### config.mk
export PLATFORM = sky130hd
export DESIGN_NAME = bit_serializer
export DESIGN_NICKNAME = d
export VERILOG_FILES = /design/src/rtl/bit_serializer.sv
export SDC_FILE = /design/constraint.sdc
export NUM_CORES = 1
export LEC_CHECK = 0
export ABC_CLOCK_PERIOD_IN_PS = 1500
export BUFFER_PORTS_ARGS = -buffer_cell sky130_fd_sc_hd__buf_4
export CORE_MARGIN = 5
export CORE_UTILIZATION = 50
export CTS_CLUSTER_SIZE = 20
export DETAILED_ROUTE_END_ITERATION = 8
export PLACE_DENSITY = 0.77
export SLEW_MARGIN = 10
export SYNTH_ARGS = -nofsm -noshare
export SYNTH_HDL_FRONTEND = slang
export SYNTH_SLANG_ARGS = --single-unit
### constraint.sdc
create_clock -name clk -period 1.5 [get_ports clk]
set_input_delay 0.225 -clock clk [delete_from_list [all_inputs] [get_ports clk]]
set_output_delay 0.225 -clock clk [all_outputs]
set_load 0.02 [all_outputs]
### src/rtl/bit_serializer.sv
// bit_serializer: parallel-to-serial front end for the serial-bit sequence
// detector. A WIDTH-bit word is accepted over a valid/ready handshake and
// shifted out one bit per clock on ser_out. The line then holds IDLE_BIT for
// GAP_CYCLES clocks and spends one IDLE clock before the next word can be
// accepted.
//
// Optional feature: define SER_PARITY_EN to append one even-parity bit
// (PAR state) after the data bits. frame_done then marks the parity bit
// instead of the last data bit.
module bit_serializer #(
   parameter int   WIDTH      = 8,     // bits per word, >= 2
   parameter int   MSB_FIRST  = 1,     // 1: bit WIDTH-1 first, 0: bit 0 first
   parameter int   GAP_CYCLES = 2,     // idle clocks after each frame, 0..255
   parameter logic IDLE_BIT   = 1'b0   // ser_out level while ser_valid=0
) (
   input  logic             clk,
   input  logic             rst,
   input  logic [WIDTH-1:0] data_in,
   input  logic             load_valid,
   output logic             load_ready,
   output logic             ser_out,
   output logic             ser_valid,
   output logic             frame_done,
   output logic             busy
);

   localparam int             CW       = $clog2(WIDTH + 1);
   localparam logic [CW-1:0]  LAST_CNT = CW'(WIDTH);
   localparam logic [CW-1:0]  LAST_M1  = CW'(WIDTH - 1);
   localparam logic [7:0]     GAP_LOAD = 8'(GAP_CYCLES);

`ifdef SER_PARITY_EN
   typedef enum logic [1:0] {S_IDLE, S_SHIFT, S_PAR, S_GAP} state_t;
`else
   typedef enum logic [1:0] {S_IDLE, S_SHIFT, S_GAP} state_t;
`endif

   state_t           state_q, state_d;
   logic [CW-1:0]    cnt_q, cnt_d;        // data bits already placed on ser_out
   logic [WIDTH-1:0] sreg_q, sreg_d;      // remaining bits, next one at the head
   logic [7:0]       gap_q, gap_d;        // gap clocks still to spend
   logic             ser_out_d, ser_valid_d, frame_done_d;
`ifdef SER_PARITY_EN
   logic             par_q, par_d;        // even parity of the captured word
`endif

   // Bit that leaves the word first in the configured order.
   function automatic logic head_bit(input logic [WIDTH-1:0] w);
      return (MSB_FIRST != 0) ? w[WIDTH-1] : w[0];
   endfunction

   // Word with its head bit removed, next bit moved to the head.
   function automatic logic [WIDTH-1:0] drop_head(input logic [WIDTH-1:0] w);
      return (MSB_FIRST != 0) ? (w << 1) : (w >> 1);
   endfunction

   // State that follows the final bit of a frame.
   function automatic state_t after_frame();
      return (GAP_CYCLES > 0) ? S_GAP : S_IDLE;
   endfunction

   // Next-state and next-output logic for the registered outputs.
   always_comb begin
      // NOTE: every signal gets a default before the case so no path leaves it
      // unassigned, which would otherwise infer a latch.
      state_d      = state_q;
      cnt_d        = cnt_q;
      sreg_d       = sreg_q;
      gap_d        = gap_q;
      ser_out_d    = IDLE_BIT;
      ser_valid_d  = 1'b0;
      frame_done_d = 1'b0;
`ifdef SER_PARITY_EN
      par_d        = par_q;
`endif
      case (state_q)
         S_IDLE: begin
            // load_ready is high only here, so load_valid alone marks an accept.
            if (load_valid) begin
               state_d     = S_SHIFT;
               ser_out_d   = head_bit(data_in);
               ser_valid_d = 1'b1;
               sreg_d      = drop_head(data_in);
               cnt_d       = CW'(1);
`ifdef SER_PARITY_EN
               par_d       = ^data_in;
`endif
            end
         end
         S_SHIFT: begin
            if (cnt_q == LAST_CNT) begin
               cnt_d = '0;
`ifdef SER_PARITY_EN
               state_d      = S_PAR;
               ser_out_d    = par_q;
               ser_valid_d  = 1'b1;
               frame_done_d = 1'b1;
`else
               state_d = after_frame();
               gap_d   = GAP_LOAD;
`endif
            end else begin
               ser_out_d   = head_bit(sreg_q);
               ser_valid_d = 1'b1;
               sreg_d      = drop_head(sreg_q);
               cnt_d       = cnt_q + CW'(1);
`ifndef SER_PARITY_EN
               frame_done_d = (cnt_q == LAST_M1);
`endif
            end
         end
`ifdef SER_PARITY_EN
         S_PAR: begin
            state_d = after_frame();
            gap_d   = GAP_LOAD;
         end
`endif
         S_GAP: begin
            if (gap_q <= 8'd1) begin
               state_d = S_IDLE;
               gap_d   = '0;
            end else begin
               gap_d = gap_q - 8'd1;
            end
         end
         default: state_d = S_IDLE;
      endcase
   end

   // State and output registers; reset aborts any frame in progress.
   always_ff @(posedge clk or posedge rst) begin
      // NOTE: sequential state uses non-blocking assignments so every register
      // samples the pre-edge values regardless of statement order.
      if (rst) begin
         // NOTE: the shift register is explicitly cleared so a word cut off by
         // reset can never leak into a later frame.
         state_q    <= S_IDLE;
         cnt_q      <= '0;
         sreg_q     <= '0;
         gap_q      <= '0;
         ser_out    <= IDLE_BIT;
         ser_valid  <= 1'b0;
         frame_done <= 1'b0;
`ifdef SER_PARITY_EN
         par_q      <= 1'b0;
`endif
      end else begin
         state_q    <= state_d;
         cnt_q      <= cnt_d;
         sreg_q     <= sreg_d;
         gap_q      <= gap_d;
         ser_out    <= ser_out_d;
         ser_valid  <= ser_valid_d;
         frame_done <= frame_done_d;
`ifdef SER_PARITY_EN
         par_q      <= par_d;
`endif
      end
   end

   assign load_ready = (state_q == S_IDLE);
   assign busy       = (state_q != S_IDLE);

endmodule

### Word-level counts from Yosys, hierarchy flattened

Index checks and enable logic that the tools add are counted.

| cells by class | value |
|---|---|
| eq/ne operators | 8 |
| reductions and logical operators | 8 |
| add/subtract/negate cells | 2 |
| magnitude comparators | 1 |
| mux-type cells | 21 |

Operator list:

| operator | number |
|---|---|
| two-way mux 8 bit | 4 |
| one-hot mux 8 bit (2 select lines) | 2 |
| <= comparator 8 x 1 -> 1 bit, second input constant | 1 |
| two-way mux 4 bit | 2 |
| inequality test 2 bit, second input constant | 4 |
| one-hot mux 4 bit (2 select lines) | 1 |
| subtractor 8 x 1 -> 8 bit, second input constant | 1 |
| two-way mux 1 bit | 6 |
| two-way mux 2 bit | 3 |
| one-hot mux 2 bit (3 select lines) | 1 |
| AND reduction 3 bit | 2 |
| nonzero test 2 bit | 3 |
| adder 4 x 1 -> 4 bit, second input constant | 1 |
| equality test 4 x 3 -> 1 bit, second input constant | 1 |
| equality test 4 bit, second input constant | 1 |
| one-hot mux 1 bit (2 select lines) | 2 |
| AND reduction 2 bit | 2 |
| equality test 2 x 1 -> 1 bit, second input constant | 1 |
| equality test 2 bit, second input constant | 1 |
| logical NOT 2 bit | 1 |

| storage, ports and cells | value |
|---|---|
| input bits | 11 |
| output and inout bits | 5 |
| register bits after elaboration | 25 |

### Depth between registers and ports, before layout

Gate-level depths: netlist of run 1.

| depth | value |
|---|---|
| word-level depth | 3 |
| gate-level depth with buffers | 8 |

### Least setup slack after synthesis of run 1

OpenSTA, ideal clock, no wires.

| timing path | value |
|---|---|
| path kind | reg2reg |
| start point | register gap_q[0] |
| end point | register gap_q[4] |
| stages on the path, launching flop included | 7 |
| required time | 1.367 ns |
| arrival | 1.458 ns |
| buffers on the path | 0 |
| setup slack | -0.091 ns |
| cells stage by stage | dfrtp_1 > inv_1 > ha_1 > or3b_2 > and2_1 > o21ai_0 > o31ai_1 |

| between the ends | value |
|---|---|
| word-level cells in the longest chain between the ends | 3 |
| elaborated cells between the ends (all ways) | 4 |
| those cells by class | add/sub (1); order compare (1); mux (2) |

Ends and longest elaborated chain:

| what | RTL line | RTL |
|---|---|---|
| from (decl) | 41 | `logic [7:0] gap_q, gap_d;` |
| from (signal assigned) | 151 | `gap_q <= gap_d;` |
| subtractor 8 x 1 -> 8 bit or <= comparator 8 x 1 -> 1 bit (tied branches) | 123, 119 |  |
| two-way mux 8 bit * | 119 | `if (gap_q <= 8'd1) begin` |
| one-hot mux 8 bit (2 select lines) * | 76 | `case (state_q)` |

Every way passes the cells marked *; elsewhere a longest branch is shown, timed or not.
A chain may end at the register's enable or synchronous reset.

### Worst setup path in the final report of run 1

| timing path | value |
|---|---|
| start point | register gap_q[0] |
| end point | register gap_q[3] |

The elaborated chain is that of the path after synthesis.

==> results.py, run 1 <==
metrics = {
    "floorplanning": {
        "rows": 18,
        "boundaryPins": 16,
        "die-area_um2": 3549,
        "fp.dieH_um": 59.57,
        "chipWidth_um": 59.57,
        "coreArea_um2": 2410,
        "initial_core_util": 0.5099,
    },
    "global_routing": {
        "grt_pass1_vias": 1153,
        "grt_pass1_wl_um": 4905,
        "antenna_found_initial": 0,
        "gr-usage-all-layers": 0.1857,
        "grt_max_degree": 25,
        "overflow": 0,
    },
    "cts": {
        "insertion_delay_ns": 0.33,
        "cts_tree": "yes",
        "cts_buffers": 3,
        "htreeDepth": 1,
        "clock-sinks": 24,
        "cts-root-buf": "clkbuf_4",
        "clk_pin_slew_ns": 0.13,
        "clk_path_buf_depth": 2,
    },
    "route": {
        "drtIter0Drc": 36,
        "drtPass1Iterations": 4,
        "via_per_inst": 5.386,
        "antenna_left": 0,
        "vias": 1088,
        "wl_per_cell_um": 14.99,
        "drc": 0,
        "wl_um": 3027,
    },
    "timing": {
        "worst_pin_slew_ns": 0.3123,
        "finalCriticalPeriod_ns": 1.583,
        "rsz0062_at_grt": "true",
        "finalHoldViolCount": 0,
        "worst_clock_skew_ns": 0.002616,
        "drv_slew": 0,
        "fin_ws_ns": -0.08307,
        "fmax_ghz": 0.6317,
        "setup_viol": 8,
        "post-route-period-util": 1.055,
        "relSlewSlack": 0.7918,
    },
    "status": {
        "outcome": "finished, violations left",
        "violations": "setup timing",
    },
    "setup_path": {
        "crit_fanout": 5,
        "critPathKind": "flop to flop",
        "arrival_ns": 1.86,
        "end_kind": "flop",
        "cp_data_required_time_ns": 1.78,
        "cp-start-kind": "flop",
    },
    "pwr": {
        "p_clk_frac": 0.144,
        "pwr-share-seq": 0.383,
        "comb_power_share": 0.473,
        "switchingPower_mw": 0.9013,
        "internal-power_mw": 1.572,
        "p_sw_frac": 0.3644,
        "power_density_nw_per_um2": 1459,
        "p_leak_nw": 0.8302,
        "ir_drop_mv": 1.126,
    },
    "yosys": {
        "synth_top_cell_by_area": "dfrtp_1",
        "synth-seq-cells": 24,
        "syn_nets": 142,
        "yosys-top-cells-count": "24 x dfrtp_1, 17 x nand2_1, 11 x o21ai_0",
        "yosysSeqAreaShare": 0.4888,
        "synth.area.top_cells": "dfrtp_1 49%, nand2_1 5.2%, mux2i_1 4.9%",
        "synth.most_common_cell": "dfrtp_1",
        "async_flop_share": 1.000,
        "postSynthCellCount": 127,
        "synth_top_area_frac": 0.4888,
        "yosys_warnings": 0,
        "synth_ff_type": "dfrtp_1",
        "synth_edf_count": 0,
        "syn_avg_cell_area_um2": 9.675,
        "mappedNetlistArea_um2": 1229,
        "synthDistinctLibCells": 37,
    },
    "final_layout": {
        "area.growth.synth_to_final_pct": 37.98,
        "fillCellCount": 174,
        "drive_above_1_share": 0.4128,
        "final_cell_area_um2": 1695,
        "nets": 188,
        "antenna_cells": 0,
        "final_cell_count_no_fill": 202,
    },
    "worst_hold_path": {
        "min_path_type": "primary input to flop",
    },
    "placement": {
        "dp_hpwl_um": 2110,
        "dp_cells": 192,
        "gp_congestion": 0.8788,
        "place_area_um2": 1548,
        "numPortBuffers": 15,
    },
    "run": {
        "maxCapViolCount": 0,
    },
}
## per-layer routing
metal	vias up	wire length, um	global-route usage
li1	535	-	-
met1	521	1261	0.2112
met2	23	1568	0.3229
met3	9	93	0.02397
met4	0	103	0.1203
met5	-	0	0
## layout by cell type, fill, tap and decap left out, types with 3 or more instances in the layout
master    Yosys  final
buf_4         1     42
buf_6         0      3
ha_1          4      3
nand3_1       3      3
nand2_1      17     17
nor2_1        8      5
o21ai_0      11      6
inv_1        10      8
clkbuf_4      0      3
dfrtp_1      24     23
o21ai_1       0      3
mux2i_1       6      6
a21oi_1       4      4
nor3_1        4      3
## area by class of cell
cell class | count | area, um^2 | area share
inverter | 10 | 37.54 | 0.02214
timing repair buffer | 46 | 359.1 | 0.2118
sequential | 24 | 601.8 | 0.3550
tap | 30 | 37.54 | 0.02214
clock buffer | 4 | 36.28 | 0.02140
multi-input combinational | 88 | 623.1 | 0.3675
## sequential cells by signal (all words and copies together), names as in the netlist
name	flops
gap_q	8
frame_done	1
state_q	2
ser_valid	1
sreg_q	7
cnt_q	4
ser_out	1
## cell families (layout without fill, tap and decap cells)
group           after synthesis  in the layout  synth area share
simple gates                 47             47            0.1935
flops                        24             24            0.4888
mux                           6              6           0.04888
buf+inv                      15             60           0.04990
compound gates               30             30            0.1711
xor+xnor                      1              1          0.007130
fa+ha+maj                     4              4           0.04073
## power groups by stage
stage / Clock (mW) / Sequential, mW / Combinational, mW
6_report: 0.355 / 0.948 / 1.17
5_1_grt: 0.387 / 0.973 / 1.28
4_1_cts: 0.361 / 0.940 / 1.08
3_5_place_dp: 0 / 0.952 / 1.04
3_3_place_gp: 0 / 0.941 / 0.986
2_1_floorplan: 0 / 0.965 / 0.605
## metrics by stage
| step | hold slack (ns) | utilization | setup WS [ns] | TNS [ns] | power (mW) |
|---|---|---|---|---|---|
| floorplan | 0.2396 | - | -0.07423 | -0.1183 | 1.570 |
| global placement | 0.2893 | 0.6423 | -0.05645 | -0.1343 | 1.927 |
| detailed placement | 0.2964 | 0.6423 | -0.1334 | -0.4308 | 1.993 |
| CTS | 0.1356 | 0.6755 | -0.08172 | -0.4563 | 2.377 |
| global route | 0.1459 | 0.7035 | -0.1388 | -0.9615 | 2.640 |
| finish | 0.1445 | 0.7035 | -0.08307 | -0.4106 | 2.473 |
## worst paths after layout
path	cells after the start	endpoint	slack, ns	startpoint
worst min-delay path	2	sreg_q[1]	0.14	data_in[0]
min in group asynchronous	4	gap_q[6]	0.49	rst
worst min register to register	2	sreg_q[5]	0.51	sreg_q[5]
max in group asynchronous	4	state_q[0]	0.76	rst
worst max register to register	6	gap_q[3]	-0.08	gap_q[0]
worst max-delay path	6	gap_q[3]	-0.08	gap_q[0]
## what timing repair did
item / CTS / global route
hold buffers: 1 / 0
resized for setup: 12 / 14
pin swaps: 6 / 2
hold endpoints to repair: 24 / 0
endpoints found under the setup margin: 16 / 18
setup buffers: 1 / 4
## critical path: stages (launching register included)
cell	delay [ns]
dfrtp_1	0.42
inv_1	0.07
ha_2	0.20
nor2_2	0.19
o31ai_4	0.11
or3_2	0.46
nand3_1	0.09
Power figures use the tool's default switching activity.
==> run 2: changes to the inputs <==
- CORE_MARGIN: 5 -> default
- CTS_CLUSTER_SIZE: 20 -> 10
- PLACE_DENSITY: 0.77 -> default
- PLACE_DENSITY_LB_ADDON: default -> 0.15
==> results.py, run 2 (synthesis gave the netlist of run 1 again) <==
metrics = {
    "status": {
        "outcome": "finished, violations left",
        "violations": "setup timing",
    },
    "cts": {
        "htreeDepth": 1,
        "cts-root-buf": "clkbuf_4",
        "cts_buffers": 3,
        "clk_pin_slew_ns": 0.13,
        "insertion_delay_ns": 0.31,
        "clock-sinks": 24,
        "clk_path_buf_depth": 2,
        "cts_tree": "yes",
    },
    "final_layout": {
        "nets": 191,
        "register_area_um2": 601.8,
        "layout_common_cells": "47 x buf_4, 23 x dfrtp_1, 16 x nand2_1, 9 x inv_1",
        "top_regs": "gap_q: 8 flops, sreg_q: 7 flops, cnt_q: 4 flops",
        "antenna_cells": 0,
        "final_cell_area_um2": 1715,
        "layout_commonest_cell": "buf_4",
        "fillCellCount": 154,
        "regMostFlops": "gap_q",
        "largest_reg_flops": 8,
        "drive_above_1_share": 0.4286,
        "multi_input_area_um2": 630.6,
        "area.growth.synth_to_final_pct": 39.61,
    },
    "global_routing": {
        "grt_pass1_vias": 1092,
        "antenna_found_initial": 0,
        "grt_max_degree": 25,
        "overflow": 0,
        "gr-usage-all-layers": 0.2464,
        "grt_pass1_wl_um": 4705,
    },
    "floorplanning": {
        "initial_core_util": 0.5449,
        "boundaryPins": 16,
        "rows": 17,
        "chipWidth_um": 51.57,
        "coreArea_um2": 2255,
        "fp.dieH_um": 51.57,
        "die-area_um2": 2659,
    },
    "route": {
        "antenna_left": 0,
        "wl_per_cell_um": 14.72,
        "via_per_inst": 5.360,
        "drc": 0,
        "drtIter0Drc": 20,
        "wl_um": 2989,
        "drtPass1Iterations": 4,
        "vias": 1088,
    },
    "placement": {
        "dp_hpwl_um": 2058,
        "place_ws_ns": -0.1313,
        "place_area_um2": 1545,
        "gp_congestion": 0.8508,
        "numPortBuffers": 15,
    },
    "setup_path": {
        "cp-start-kind": "flop",
        "crit_fanout": 4,
        "arrival_ns": 1.83,
        "critPathKind": "flop to flop",
        "end_kind": "flop",
        "cp_data_required_time_ns": 1.71,
    },
    "timing": {
        "finalHoldViolCount": 0,
        "rsz0062_at_grt": "true",
        "setup_viol": 8,
        "post-route-period-util": 1.076,
        "relSlewSlack": 0.7445,
        "finalCriticalPeriod_ns": 1.615,
        "fmax_ghz": 0.6194,
        "worst_clock_skew_ns": 0.002450,
        "worst_pin_slew_ns": 0.3797,
        "drv_slew": 0,
        "fin_ws_ns": -0.1145,
    },
    "pwr": {
        "power_density_nw_per_um2": 1427,
        "total_power_mw": 2.448,
        "ir_drop_mv": 1.105,
        "p_leak_nw": 0.8395,
    },
    "worst_hold_path": {
        "min_path_type": "primary input to flop",
    },
    "run": {
        "maxCapViolCount": 0,
    },
}
-- run 2: cell types whose count changed in the layout (fill, tap and decap cells not counted), sizes merged --
cell	change
buf	+3
-- run 2: repair_timing --
item / CTS / global route
endpoints found under the hold margin: 24 / 0
hold buffers: 1 / 0
resized for setup: 10 / 15
pin swaps: 1 / 3
endpoints found under the setup margin: 18 / 13
buffers inserted: 5 / 3
-- run 2: path summary, 6_finish.rpt --
check                            from  slack [ns]  cells after the start         end
setup / recovery             gap_q[2]       -0.11                      4    gap_q[2]
hold / removal             data_in[0]        0.16                      2   sreg_q[1]
setup reg to reg             gap_q[2]       -0.11                      4    gap_q[2]
hold reg to reg             sreg_q[6]        0.50                      2   sreg_q[6]
max in group asynchronous         rst        0.72                      4  state_q[1]
min in group asynchronous         rst        0.51                      4    gap_q[6]
-- run 2: layout make-up --
cell class | instances | share of cell area
inverter | 10 | 0.02188
multi-input combinational | 88 | 0.3676
clock buffer | 4 | 0.02115
tap | 28 | 0.02042
sequential | 24 | 0.3508
timing repair buffer | 49 | 0.2181
-- run 2: power breakdown --
| group | internal [mW] | total, mW | switching [mW] |
|---|---|---|---|
| clock | 0.148 | 0.338 | 0.190 |
| combinational | 0.592 | 1.18 | 0.589 |
| sequential | 0.829 | 0.930 | 0.101 |
-- run 2: per-layer routing --
metal  up-vias  wire length [um]  track usage
met2        20              1591       0.4459
li1        537                 -            -
met4         0                 9      0.07658
met1       529              1322       0.2987
met5         -                 0            0
met3         2                66      0.03801
-- run 2: through the flow --
step           hold slack (ns)  cells    util  TNS (ns)
6_report                0.1614    203  0.7608   -0.5112
3_3_place_gp            0.2930    190  0.6854   -0.2822
3_5_place_dp            0.3033    190  0.6854   -0.7544
4_1_cts                 0.1571    200  0.7325   -0.5679
2_1_floorplan           0.2396    127       -   -0.1183
5_1_grt                 0.1579    203  0.7608   -0.9909
-- run 2: worst max-delay path, cell delays in order, from the launching register on --
cell and delay (ns):
dfrtp_1 0.42, or4_4 0.53, o31ai_4 0.26, o21bai_1 0.10
a21o_1 0.19
==> run 3: changes to the inputs <==
- SETUP_SLACK_MARGIN: default -> 0.15
==> results.py, run 3 (synthesis gave the netlist of run 1 again) <==
metrics = {
    "status": {
        "outcome": "finished, violations left",
        "violations": "setup timing",
    },
    "floorplanning": {
        "initial_core_util": 0.5449,
        "fp.dieH_um": 51.57,
        "chipWidth_um": 51.57,
        "boundaryPins": 16,
        "coreArea_um2": 2255,
        "die-area_um2": 2659,
        "rows": 17,
    },
    "setup_path": {
        "critPathKind": "flop to flop",
        "crit_fanout": 6,
        "arrival_ns": 1.86,
        "cp-start-kind": "flop",
        "cp_data_required_time_ns": 1.72,
        "end_kind": "flop",
    },
    "timing": {
        "fin_hold_ws_ns": 0.1658,
        "drv_slew": 0,
        "rsz0062_at_grt": "true",
        "totalNegativeSetupSlack_ns": -0.6850,
        "setup_viol": 7,
        "worst_clock_skew_ns": 0.01455,
        "finalCriticalPeriod_ns": 1.639,
        "fmax_ghz": 0.6100,
        "relSlewSlack": 0.7875,
        "post-route-period-util": 1.093,
        "worst_pin_slew_ns": 0.3187,
        "fin_ws_ns": -0.1394,
        "finalHoldViolCount": 0,
    },
    "final_layout": {
        "nets": 201,
        "fin_util": 0.8885,
        "fillCellCount": 95,
        "final_cell_area_um2": 2003,
        "antenna_cells": 0,
        "layout_commonest_cell": "buf_4",
        "top_regs": "gap_q: 8 flops, sreg_q: 7 flops, cnt_q: 4 flops",
        "layout_common_cells": "48 x buf_4, 23 x dfrtp_1, 10 x nand2_1, 8 x buf_6, 7 x o21ai_2",
        "regMostFlops": "gap_q",
        "drive_above_1_share": 0.5870,
        "final_cell_count_no_fill": 212,
        "area.growth.synth_to_final_pct": 63.03,
        "largest_reg_flops": 8,
    },
    "pwr": {
        "p_leak_nw": 0.9948,
        "ir_drop_mv": 1.566,
        "power_density_nw_per_um2": 1510,
        "total_power_mw": 3.025,
    },
    "global_routing": {
        "grt_pass1_vias": 1186,
        "grt_max_degree": 25,
        "overflow": 0,
        "grt_pass1_wl_um": 5388,
        "gr-usage-all-layers": 0.2845,
        "antenna_found_initial": 0,
    },
    "cts": {
        "clock-sinks": 24,
        "clk_pin_slew_ns": 0.13,
        "insertion_delay_ns": 0.33,
        "cts_buffers": 3,
        "cts_tree": "yes",
        "cts-root-buf": "clkbuf_4",
        "clk_path_buf_depth": 2,
        "htreeDepth": 1,
    },
    "route": {
        "drtPass1Iterations": 4,
        "wl_um": 4132,
        "antenna_left": 0,
        "drtIter0Drc": 40,
        "wl_per_cell_um": 19.49,
        "drc": 0,
        "vias": 1281,
        "via_per_inst": 6.042,
    },
    "run": {
        "maxCapViolCount": 0,
    },
    "placement": {
        "gp_congestion": 0.8139,
        "place_ws_ns": -0.1544,
        "dp_cells": 186,
        "place_area_um2": 1536,
        "dp_hpwl_um": 1976,
        "numPortBuffers": 15,
    },
    "worst_hold_path": {
        "min_path_type": "primary input to flop",
    },
}
[run 3: worst paths after layout]
check | endpoint | slack [ns] | startpoint | cells after the start
worst max register to register | gap_q[1] | -0.14 | gap_q[6] | 4
worst min-delay path | sreg_q[1] | 0.17 | data_in[0] | 2
max in group asynchronous | state_q[1] | 0.76 | rst | 4
min in group asynchronous | ser_valid | 0.48 | rst | 4
worst min register to register | sreg_q[3] | 0.52 | sreg_q[3] | 2
worst max-delay path | gap_q[1] | -0.14 | gap_q[6] | 4
[run 3: cell type report]
cell class	instances	area [um^2]	area share
clock buffers	3	22.52	0.01124
inverters	10	42.54	0.02124
multi-input cells	88	793.3	0.3960
flip-flops and latches	24	601.8	0.3004
well taps	28	35.03	0.01749
repair buffers	59	508.0	0.2536
[run 3: what timing repair did]
action	CTS	global route
hold buffers	1	0
hold endpoints to repair	24	0
endpoints found under the setup margin	24	24
setup buffers	16	5
resized for setup	36	32
pin swaps	16	13
cloned	1	0
[run 3: per-layer routing]
layer | vias to the layer above | part of all wire | global-route usage
met2 | 68 | 0.53 | 0.5303
met1 | 625 | 0.36 | 0.3206
li1 | 566 | - | -
met3 | 22 | 0.059 | 0.06140
met4 | 0 | 0.057 | 0.08559
met5 | - | 0 | 0
[run 3: worst max-delay path, cell delays in order, from the launching register on]
cell and delay (ns):
dfrtp_1 0.41, or4_4 0.55, o31ai_4 0.29, buf_4 0.19
o221ai_2 0.09
[run 3: power breakdown]
group,total [mW],switching (mW),internal [mW],leakage (nW)
clock,0.289,0.194,0.0944,0.0138
sequential,1.01,0.181,0.830,0.305
combinational,1.73,0.842,0.884,0.677
total,3.03,1.22,1.81,0.995
